<file path="src/rtl/ak16_pipe_pkg.sv">
// ---------------------------------------------------------------------------
// ak16_pipe_pkg
// Shared definitions for the AK-16b inter-stage pipeline registers:
//   NOP_INSTR      - instruction encoding decode treats as ADD R0,R0,R0
//   occ_e          - encoding of the occupancy output (0, 1 or 2 held entries)
//   *_W            - payload widths of the four stage-pair instances
//   occ_encode()   - maps the main/skid valid bits onto occ_e
// ---------------------------------------------------------------------------
package ak16_pipe_pkg;

  localparam logic [15:0] NOP_INSTR = 16'h0000;

  typedef enum logic [1:0] {
    OCC_EMPTY = 2'd0,
    OCC_ONE   = 2'd1,
    OCC_FULL  = 2'd2
  } occ_e;

  // IF/ID carries {pc[15:0], instr[15:0]}; later stages add decoded fields.
  localparam int IF_ID_W  = 32;
  localparam int ID_EX_W  = 64;
  localparam int EX_MEM_W = 48;
  localparam int MEM_WB_W = 40;

  // The skid entry is only ever valid while the main entry is, so the two
  // bits collapse to three occupancy levels.
  function automatic occ_e occ_encode(input logic main_v, input logic skid_v);
    if (!main_v)     return OCC_EMPTY;
    else if (skid_v) return OCC_FULL;
    else             return OCC_ONE;
  endfunction

endpackage

</file>
<file path="src/rtl/pipe_stage_elastic.sv">
// ---------------------------------------------------------------------------
// pipe_stage_elastic
// Generic elastic pipeline register with valid/ready handshake on both sides,
// optional two-entry skid buffer and synchronous flush with NOP fill.
//
// Parameters:
//   DATA_W   payload width
//   NOP_VAL  value shown on out_data while out_valid=0, loaded on flush/reset
//   SKID     1: main + skid entry, in_ready registered (= !skid_valid)
//            0: main entry only, in_ready = !main_valid | out_ready
//
// Ports:
//   clk, rst         clock (rising edge), asynchronous active-high reset
//   flush            synchronous kill of every held entry, overrides transfers
//   in_valid/in_ready/in_data     upstream handshake and payload
//   out_valid/out_ready/out_data  downstream handshake and payload
//   occupancy        number of held entries (0..2)
// ---------------------------------------------------------------------------
module pipe_stage_elastic
  import ak16_pipe_pkg::*;
#(
  parameter int                DATA_W  = 32,
  parameter logic [DATA_W-1:0] NOP_VAL = '0,
  parameter bit                SKID    = 1'b1
) (
  input  logic              clk,
  input  logic              rst,
  input  logic              flush,
  input  logic              in_valid,
  output logic              in_ready,
  input  logic [DATA_W-1:0] in_data,
  output logic              out_valid,
  input  logic              out_ready,
  output logic [DATA_W-1:0] out_data,
  output logic [1:0]        occupancy
);

  generate
    if (SKID) begin : g_skid
      logic              main_valid;
      logic              skid_valid;
      logic [DATA_W-1:0] main_data;
      logic [DATA_W-1:0] skid_data;
      logic              in_fire;

      // in_ready comes straight from a flop, so upstream never sees a
      // combinational path from out_ready.
      assign in_ready  = !skid_valid;
      assign in_fire   = in_valid & !skid_valid;
      assign out_valid = main_valid;
      assign out_data  = main_data;
      assign occupancy = occ_encode(main_valid, skid_valid);

      // Payload registers are reloaded with NOP_VAL whenever an entry empties
      // so that out_data needs no output mux.
      always_ff @(posedge clk or posedge rst) begin
        if (rst) begin
          main_valid <= 1'b0;
          skid_valid <= 1'b0;
          main_data  <= NOP_VAL;
          skid_data  <= NOP_VAL;
        end else if (flush) begin
          main_valid <= 1'b0;
          skid_valid <= 1'b0;
          main_data  <= NOP_VAL;
          skid_data  <= NOP_VAL;
        end else if (!main_valid) begin
          if (in_fire) begin
            main_valid <= 1'b1;
            main_data  <= in_data;
          end
        end else if (!skid_valid) begin
          if (in_fire && out_ready) begin
            main_data <= in_data;
          end else if (in_fire) begin
            skid_valid <= 1'b1;
            skid_data  <= in_data;
          end else if (out_ready) begin
            main_valid <= 1'b0;
            main_data  <= NOP_VAL;
          end
        end else if (out_ready) begin
          // Full: the older skid payload moves up into the main entry.
          main_data  <= skid_data;
          skid_valid <= 1'b0;
          skid_data  <= NOP_VAL;
        end
      end
    end else begin : g_single
      logic              main_valid;
      logic [DATA_W-1:0] main_data;
      logic              in_fire;
      logic              out_fire;

      // Accepting while occupied is only legal when the current entry
      // leaves in the same cycle, hence the combinational out_ready term.
      assign in_ready  = !main_valid | out_ready;
      assign in_fire   = in_valid & in_ready;
      assign out_fire  = main_valid & out_ready;
      assign out_valid = main_valid;
      assign out_data  = main_data;
      assign occupancy = occ_encode(main_valid, 1'b0);

      always_ff @(posedge clk or posedge rst) begin
        if (rst) begin
          main_valid <= 1'b0;
          main_data  <= NOP_VAL;
        end else if (flush) begin
          main_valid <= 1'b0;
          main_data  <= NOP_VAL;
        end else if (in_fire) begin
          main_valid <= 1'b1;
          main_data  <= in_data;
        end else if (out_fire) begin
          main_valid <= 1'b0;
          main_data  <= NOP_VAL;
        end
      end
    end
  endgenerate

endmodule

</file>
<file path="config.mk">
export PLATFORM = sky130hd
export DESIGN_NAME = pipe_stage_elastic
export DESIGN_NICKNAME = d
export VERILOG_FILES = /design/src/rtl/ak16_pipe_pkg.sv /design/src/rtl/pipe_stage_elastic.sv
export SDC_FILE = /design/constraint.sdc
export NUM_CORES = 1
export LEC_CHECK = 0
export ABC_AREA = 1
export CAP_MARGIN = 0
export CORE_MARGIN = 1.5
export CORE_UTILIZATION = 46
export CTS_CLUSTER_DIAMETER = 200
export DETAILED_ROUTE_END_ITERATION = 7
export HOLD_SLACK_MARGIN = 0.06
export PLACE_DENSITY = 0.76
export SLEW_MARGIN = 40
export SYNTH_ARGS = -nofsm -noshare
export SYNTH_HDL_FRONTEND = slang
export SYNTH_SLANG_ARGS = --single-unit
</file>
<file path="constraint.sdc">
create_clock -name clk -period 2 [get_ports clk]
set_input_delay 0.4 -clock clk [delete_from_list [all_inputs] [get_ports clk]]
set_output_delay 0.4 -clock clk [all_outputs]
set_load 0.02 [all_outputs]
</file>
# Word level (Yosys, flattened, before mapping)
# Index checks and enable logic that the tools add are counted.
[word_totals]
register_bits = 66
[op_classes]
n_eq_ne = 4
n_mux = 25
bitwise_logic = 1
reduce_logical = 8
[op_table]
columns = ["cell", "count"]
rows = [
  ["two-way mux 32 bit", 12],
  ["two-way mux 1 bit", 11],
  ["AND reduction 4 bit", 2],
  ["!= test 3 bit (second input constant)", 2],
  ["nonzero test 3 bit", 2],
  ["!= test 5 x 4 -> 1 bit (second input constant)", 1],
  ["two-way mux 2 bit", 2],
  ["!= test 4 bit (second input constant)", 1],
  ["nonzero test 4 bit", 1],
  ["nonzero test 2 bit", 1],
  ["AND 1 bit", 1],
  ["logical AND 1 bit", 1],
  ["zero test 1 bit", 1],
]

# Logic depth before layout (Yosys ltp)
# Gate-level depths: netlist of run 1.
[depth]
word_depth = 7
ltp_mapped = 8
depth_no_buf = 7

# Least setup slack after synthesis of run 1
# No wires, ideal clock.
[synth_path]
path_kind = "reg2out"
start = "reg g_skid.skid_valid"
end = "out occupancy[0]"
arrival_ns = 1.035
required_time_ns = 1.600
slack_ns = 0.565
path_stages_with_launch = 4
path_buffers = 2
cell_sequence = "dfrtp_1 > buf_2 > buf_2 > nor2_1"
[synth_via]
elab_chain_cells = 2
[synth_rtl]
columns = ["item", "line_no", "source"]
rows = [
  ["start, declared", "pipe_stage_elastic.sv:41", "logic skid_valid;"],
  ["start signal, assigned", "pipe_stage_elastic.sv:59", "skid_valid <= 1'b0;"],
  ["start signal, assigned", "pipe_stage_elastic.sv:64", "skid_valid <= 1'b0;"],
  ["start signal, assigned", "pipe_stage_elastic.sv:76", "skid_valid <= 1'b1;"],
  ["two-way mux 2 bit", "ak16_pipe_pkg.sv:29", "else if (skid_v) return OCC_FULL;"],
  ["two-way mux 2 bit", "ak16_pipe_pkg.sv:28", "if (!main_v) return OCC_EMPTY;"],
  ["end, declared", "pipe_stage_elastic.sv:35", "output logic [1:0] occupancy"],
]
# No other way between the ends.

# Final worst setup path of run 1
[layout_path]
start = "reg g_skid.main_valid, in the netlist out_valid"
end = "out occupancy[0]"
[layout_via]
elab_chain_cells = 1
[layout_rtl]
columns = ["item", "line_no", "source"]
rows = [
  ["start, declared", "pipe_stage_elastic.sv:40", "logic main_valid;"],
  ["start signal, assigned", "pipe_stage_elastic.sv:58", "main_valid <= 1'b0;"],
  ["start signal, assigned", "pipe_stage_elastic.sv:63", "main_valid <= 1'b0;"],
  ["start signal, assigned", "pipe_stage_elastic.sv:69", "main_valid <= 1'b1;"],
  ["two-way mux 2 bit", "ak16_pipe_pkg.sv:28", ""],
]
# No other way between the ends.

==> results of run 1 <==
## through the flow
stage / utilization [%] / instance area (um^2) / cells / setup WS, ns
floorplan: - / 3472 / 513 / 0.5647
global placement: 59.52 / 4340 / 673 / 0.1530
detailed placement: 59.52 / 4340 / 673 / 0.09659
CTS: 61.96 / 4518 / 687 / 0.04725
global route: 61.96 / 4518 / 687 / 0.006992
finish: 61.96 / 4518 / 687 / 0.07623
## layout by cell type, fill, tap and decap left out
master	count
sky130_fd_sc_hd__a21oi_1	1
sky130_fd_sc_hd__nor2_4	2
sky130_fd_sc_hd__clkbuf_8	12
sky130_fd_sc_hd__clkinvlp_4	2
sky130_fd_sc_hd__nor2_2	2
sky130_fd_sc_hd__nand4_1	32
sky130_fd_sc_hd__inv_2	2
sky130_fd_sc_hd__clkdlybuf4s50_1	72
sky130_fd_sc_hd__buf_4	21
sky130_fd_sc_hd__buf_12	1
sky130_fd_sc_hd__nor2_1	5
sky130_fd_sc_hd__nand3_1	1
sky130_fd_sc_hd__nand2_1	361
sky130_fd_sc_hd__dfrtp_1	66
sky130_fd_sc_hd__inv_1	2
sky130_fd_sc_hd__clkinv_2	1
sky130_fd_sc_hd__o21ai_0	5
## routing by layer
metal,global-route usage (%),vias to the layer above,part of all wire [%]
met3,3.723,14,7.0
met4,9.127,0,2.1
li1,-,1727,-
met2,40.08,141,46
met5,0,-,0
met1,32.12,1657,45
## sequential cells by signal, summed over array words and instances (netlist names)
register / flops
g_skid.skid_data: 32
out_valid: 1
g_skid.skid_valid: 1
out_data: 32
## worst paths after layout
path | depth (start not counted) | slack, ns | to
max in group asynchronous | 3 | 1.21 | out_data[12]
setup reg to reg | 9 | 0.30 | out_data[24]
setup / recovery | 3 | 0.08 | occupancy[0]
hold reg to reg | 2 | 0.47 | g_skid.skid_data[4]
hold / removal | 2 | 0.47 | g_skid.skid_data[4]
min in group asynchronous | 3 | 0.50 | out_data[1]
## layout make-up
type,count,area [um^2],share of cell area [%]
clock buffers,12,165.2,3.655
repair buffers,94,898.4,19.88
clock inverters,2,12.51,0.2769
well taps,99,123.9,2.742
flip-flops and latches,66,1652,36.55
multi-input cells,409,1644,36.39
inverters,5,22.52,0.4985
## report_power, final
group | total (uW) | switching, uW | internal (uW)
logic | 729 | 424 | 304
registers | 1480 | 53.7 | 1430
clock network | 1040 | 505 | 536
total | 3250 | 983 | 2270
## cells by family after synthesis
| logic type | Yosys count | share of synthesized area, % |
|---|---|---|
| AOI/OAI and AO/OA | 6 | 0.8655 |
| and+or+nand+nor | 403 | 46.54 |
| DFF | 66 | 47.62 |
| buffers and inverters | 38 | 4.978 |
## tightest hold or removal path, cell delays in order (launching register included)
cell and delay, ns:
sky130_fd_sc_hd__dfrtp_1 0.34, sky130_fd_sc_hd__nand2_1 0.05, sky130_fd_sc_hd__nand2_1 0.05
==> results.sh, run 1 <==
export IMPL_slowest_cell_on_the_critical_path="sky130_fd_sc_hd__clkdlybuf4s50_1"
export IMPL_synth_main_ff_cell="sky130_fd_sc_hd__dfrtp_1"
export IMPL_grt_util_all_layers_pct=24.19
export IMPL_die_width_um=89.83
export IMPL_drt_iter0_drc=306
export IMPL_antenna_diode_count=0
export IMPL_timing_max_transition_violations_final=0
export IMPL_seq_area_frac_synth_pct=47.62
export IMPL_yosysWarningCount=0
export IMPL_number_of_primary_i_o_pins=73
export IMPL_critical_path_class="reg2out"
export IMPL_crit_path_cell_trace="inv_2 -> nor2_1 -> clkdlybuf4s50_1"
export IMPL_synth_top_cells_by_count="361 x sky130_fd_sc_hd__nand2_1, 66 x sky130_fd_sc_hd__dfrtp_1, 32 x sky130_fd_sc_hd__nand4_1"
export IMPL_period_minus_slack_ns=1.924
export IMPL_numCtsBuffers=9
export IMPL_ant_nets=0
export IMPL_dpl_hpwl_um=5931
export IMPL_synth_top_cell_area_share_pct=47.62
export IMPL_postSynthNetCount=550
export IMPL_synth_most_common_cell="sky130_fd_sc_hd__nand2_1"
export IMPL_antenna_found_initial=0
export IMPL_clkSlewWorstSetupHoldPaths_ns=0.07
export IMPL_min_delay_start="g_skid.skid_data[4]"
export IMPL_drv_max_cap_violation_count=0
export IMPL_firstDrtPassIters=5
export IMPL_fin_nets=622
export IMPL_via_total_after_detailed_routing=3539
export IMPL_viasPerCell=5.151
export IMPL_crit_buf_inv=2
export IMPL_fin_total_pwr_uw=3254
export IMPL_placeable_core_region_mm2=0.007292
export IMPL_tightest_hold_check_type="reg2reg"
export IMPL_power_density_mw_per_mm2=720.2
export IMPL_grt_max_degree=67
export IMPL_worst_ir_drop_vdd_v=0.0004985
export IMPL_detail_route_drc_violations=0
export IMPL_cts_sinks=66
export IMPL_core_rowCount=31
export IMPL_gp_routability_congestion=0.7980
export IMPL_drive_gt1_share_pct=7.313
export IMPL_dieArea_mm2=0.008069
export IMPL_normalized_max_slew_margin_pct=75.77
export IMPL_unique_cell_type_count_in_the_yosys_netlist=15
export IMPL_ys_top_cells_by_area="sky130_fd_sc_hd__dfrtp_1 48%, sky130_fd_sc_hd__nand2_1 39%, sky130_fd_sc_hd__nand4_1 5.8%"
export IMPL_fp_dieH_um=89.83
export IMPL_cts_root_to_sink_buffers=2
export IMPL_critical_path_startpoint_type="flop"
export IMPL_leakage_uw=0.002485
export IMPL_timing_final_crit_share_pct=96.19
export IMPL_timing_setup_tns_ns=0
export IMPL_post_detailed_routing_wire_length_um=9014
export IMPL_grt_first_pass_wirelength_um=16080
export IMPL_number_of_flops_mapped_to_enable_cells_by_yosys=0
export IMPL_end_kind="output pin"
export IMPL_tritoncts="yes"
export IMPL_synth_cells=513
export IMPL_total_number_of_h_tree_levels=3
export IMPL_status="finished, final reports clean"
export IMPL_worst_slew_pin_transition_ns=0.3635
export IMPL_worst_clock_skew_ns=0.007330
export IMPL_layout_filler_cells=669
export IMPL_wire_per_inst_um=13.12
export IMPL_final_hold_viol_count=0
export IMPL_asyncSetResetFlopFracSynth_pct=100.0
export IMPL_count_of_input_and_output_buffers=72
export IMPL_critical_path_peak_fanout=4
export IMPL_clk_latency_ns=0.34
export IMPL_syn_mean_instance_area_um2=6.761
export IMPL_cp_required_ns=1.60
export IMPL_globalRoute_totalOverflow=0
export IMPL_number_of_setup_buffers_added_after_cts=0
export IMPL_critical_path_max_stage_delay_ns=0.61
export IMPL_rsz0062_at_grt="no"
export IMPL_postCtsHoldBufs=0
export IMPL_grt_pass1_vias=3480
export IMPL_initial_core_util_pct=47.56
export IMPL_postSynthRegisterBits=66
export IMPL_final_setup_fails=0
export IMPL_areaGrowthSynthToFinish_pct=30.27
export IMPL_synthesis_area_mm2=0.003468
export IMPL_reg2reg_from="g_skid.skid_valid"
export IMPL_ctsResizeCount=0
export IMPL_hold_ws_ns=0.4729
export IMPL_cp_startpoint="out_valid"
export IMPL_synth_area_leader_cell="sky130_fd_sc_hd__dfrtp_1"
export IMPL_clockRootBuffer="sky130_fd_sc_hd__clkbuf_8"
export IMPL_arrival_ns=1.52
export IMPL_path_delay_family="buffers and inverters"
export IMPL_max_freq_mhz=519.8
(Power assumes the default switching activity.)
==> run 2: changes to the inputs <==
--- a/config.mk
+++ b/config.mk
@@ -13,6 +13,7 @@
 export DETAILED_ROUTE_END_ITERATION = 7
 export HOLD_SLACK_MARGIN = 0.06
 export PLACE_DENSITY = 0.76
+export REMOVE_ABC_BUFFERS = 1
 export SLEW_MARGIN = 40
 export SYNTH_ARGS = -nofsm -noshare
 export SYNTH_HDL_FRONTEND = slang
==> results.sh, run 2 (synthesis gave the netlist of run 1 again) <==
export IMPL_end_kind="output pin"
export IMPL_crit_path_cell_trace="nand2_1 -> inv_1 -> clkdlybuf4s50_1"
export IMPL_normalized_max_slew_margin_pct=73.77
export IMPL_viasPerCell=5.054
export IMPL_clkSlewWorstSetupHoldPaths_ns=0.07
export IMPL_total_number_of_h_tree_levels=3
export IMPL_grt_pass1_vias=3460
export IMPL_critical_path_class="reg2out"
export IMPL_dp_cells=673
export IMPL_cts_sinks=66
export IMPL_placeable_core_region_mm2=0.007292
export IMPL_rsz0062_at_grt="no"
export IMPL_number_of_primary_i_o_pins=73
export IMPL_leakage_uw=0.002509
export IMPL_die_width_um=89.83
export IMPL_reg2reg_from="g_skid.skid_valid"
export IMPL_power_share_combinational_pct=22.5
export IMPL_dpl_hpwl_um=6076
export IMPL_worst_slew_pin_transition_ns=0.3928
export IMPL_grt_util_all_layers_pct=24.34
export IMPL_clk_latency_ns=0.34
export IMPL_final_hold_viol_count=0
export IMPL_mostFrequentLayoutCell="sky130_fd_sc_hd__nand2_1"
export IMPL_drv_max_cap_violation_count=0
export IMPL_layout_setup_ws_ns=0.05978
export IMPL_share_clk_of_total_power_pct=32.7
export IMPL_gp_routability_congestion=0.8793
export IMPL_grt_max_degree=32
export IMPL_number_of_setup_buffers_added_after_cts=0
export IMPL_critical_path_startpoint_type="flop"
export IMPL_critical_path_peak_fanout=4
export IMPL_non_filler_cells_in_the_finished_layout=688
export IMPL_via_total_after_detailed_routing=3477
export IMPL_numCtsBuffers=9
export IMPL_timing_final_crit_share_pct=97.01
export IMPL_power_share_switching_pct=29.58
export IMPL_timing_max_transition_violations_final=0
export IMPL_netSwitchingPower_uw=980.0
export IMPL_globalRoute_totalOverflow=0
export IMPL_grt_first_pass_wirelength_um=15950
export IMPL_placedInstanceArea_mm2=0.004387
export IMPL_max_freq_mhz=515.4
export IMPL_fin_nets=622
export IMPL_antenna_diode_count=0
export IMPL_worst_clock_skew_ns=0.008792
export IMPL_detail_route_drc_violations=0
export IMPL_path_delay_family="buffers and inverters"
export IMPL_most_common_layout_cells="361 x sky130_fd_sc_hd__nand2_1, 71 x sky130_fd_sc_hd__clkdlybuf4s50_1, 64 x sky130_fd_sc_hd__dfrtp_1, 32 x sky130_fd_sc_hd__nand4_1, 17 x sky130_fd_sc_hd__buf_4"
export IMPL_count_of_input_and_output_buffers=72
export IMPL_drive_gt1_share_pct=7.640
export IMPL_finish_instance_area_mm2=0.004578
export IMPL_share_seq_of_total_power_pct=44.8
export IMPL_antenna_found_initial=0
export IMPL_areaGrowthSynthToFinish_pct=32.00
export IMPL_worst_ir_drop_vdd_v=0.0003562
export IMPL_status="finished, final reports clean"
export IMPL_initial_core_util_pct=47.56
export IMPL_ant_nets=0
export IMPL_slowest_cell_on_the_critical_path="sky130_fd_sc_hd__clkdlybuf4s50_1"
export IMPL_post_detailed_routing_wire_length_um=9052
export IMPL_fp_dieH_um=89.83
export IMPL_timing_setup_tns_ns=0
export IMPL_power_density_mw_per_mm2=723.7
export IMPL_wire_per_inst_um=13.16
export IMPL_critical_path_max_stage_delay_ns=0.59
export IMPL_drt_iter0_drc=275
export IMPL_tritoncts="yes"
export IMPL_final_setup_fails=0
export IMPL_clockRootBuffer="sky130_fd_sc_hd__clkbuf_8"
export IMPL_crit_buf_inv=2
export IMPL_cts_root_to_sink_buffers=2
export IMPL_dp_slack_ns=0.007179
export IMPL_firstDrtPassIters=5
export IMPL_arrival_ns=1.54
export IMPL_core_rowCount=31
export IMPL_internal_power_uw=2333
export IMPL_tightest_hold_check_type="in2async"
export IMPL_dieArea_mm2=0.008069
export IMPL_cp_required_ns=1.60
export IMPL_cp_startpoint="out_valid"
export IMPL_period_minus_slack_ns=1.940
==> run 2: path summary, 6_finish.rpt <==
check | to | slack, ns | depth (start not counted)
max reg2reg | out_data[18] | 0.31 | 8
min | out_data[4] | 0.37 | 2
max | occupancy[1] | 0.06 | 3
min reg2reg | g_skid.skid_data[4] | 0.47 | 2
max in group asynchronous | out_valid | 1.12 | 3
min in group clk | g_skid.skid_data[4] | 0.47 | 2
==> run 2: final cells by class <==
| cell class | instances | area, um^2 |
|---|---|---|
| Sequential cell | 66 | 1654 |
| Timing Repair Buffer | 94 | 947.2 |
| Clock inverter | 1 | 7.507 |
| Tap cell | 99 | 123.9 |
| Inverter | 5 | 18.77 |
| Fill cell | 673 | 2714 |
| Clock buffer | 14 | 182.7 |
| Multi-Input combinational cell | 409 | 1644 |
==> run 2: through the flow <==
stage | util (%) | hold slack [ns] | power [uW]
floorplan | - | 0.4417 | 1839
global placement | 60.16 | 0.4532 | 2242
detailed placement | 60.16 | 0.4593 | 2255
CTS | 62.78 | 0.3731 | 3330
global route | 62.78 | 0.3969 | 3476
finish | 62.78 | 0.3670 | 3313
==> run 2: timing repair <==
item                                    4_1_cts  5_1_grt
endpoints found under the setup margin        3        0
gates resized for setup                       3        0
hold buffers                                  0        0
==> run 2: routing by layer <==
layer  global-route usage [%]  up-vias  routed length, um
met2                    40.59      121               4365
met5                        0        -                  0
met3                    5.330       12                565
li1                         -     1729                  -
met4                    8.862        0                127
met1                    31.17     1615               3994
==> run 2: power groups by stage <==
stage               Combinational [uW]  Sequential [uW]  Clock (uW)
CTS                                749             1490        1090
floorplan                          242             1600           0
finish                             745             1490        1080
global route                       816             1500        1160
global placement                   736             1510           0
detailed placement                 747             1510           0
==> run 3: changes to the inputs <==
--- a/config.mk
+++ b/config.mk
@@ -14,7 +14,7 @@
 export HOLD_SLACK_MARGIN = 0.06
 export PLACE_DENSITY = 0.76
 export REMOVE_ABC_BUFFERS = 1
-export SLEW_MARGIN = 40
+export SLEW_MARGIN = 25
 export SYNTH_ARGS = -nofsm -noshare
 export SYNTH_HDL_FRONTEND = slang
 export SYNTH_SLANG_ARGS = --single-unit
==> results of run 3 <==
Same layout as run 2: the final DEF is identical, and so are final timing and power.
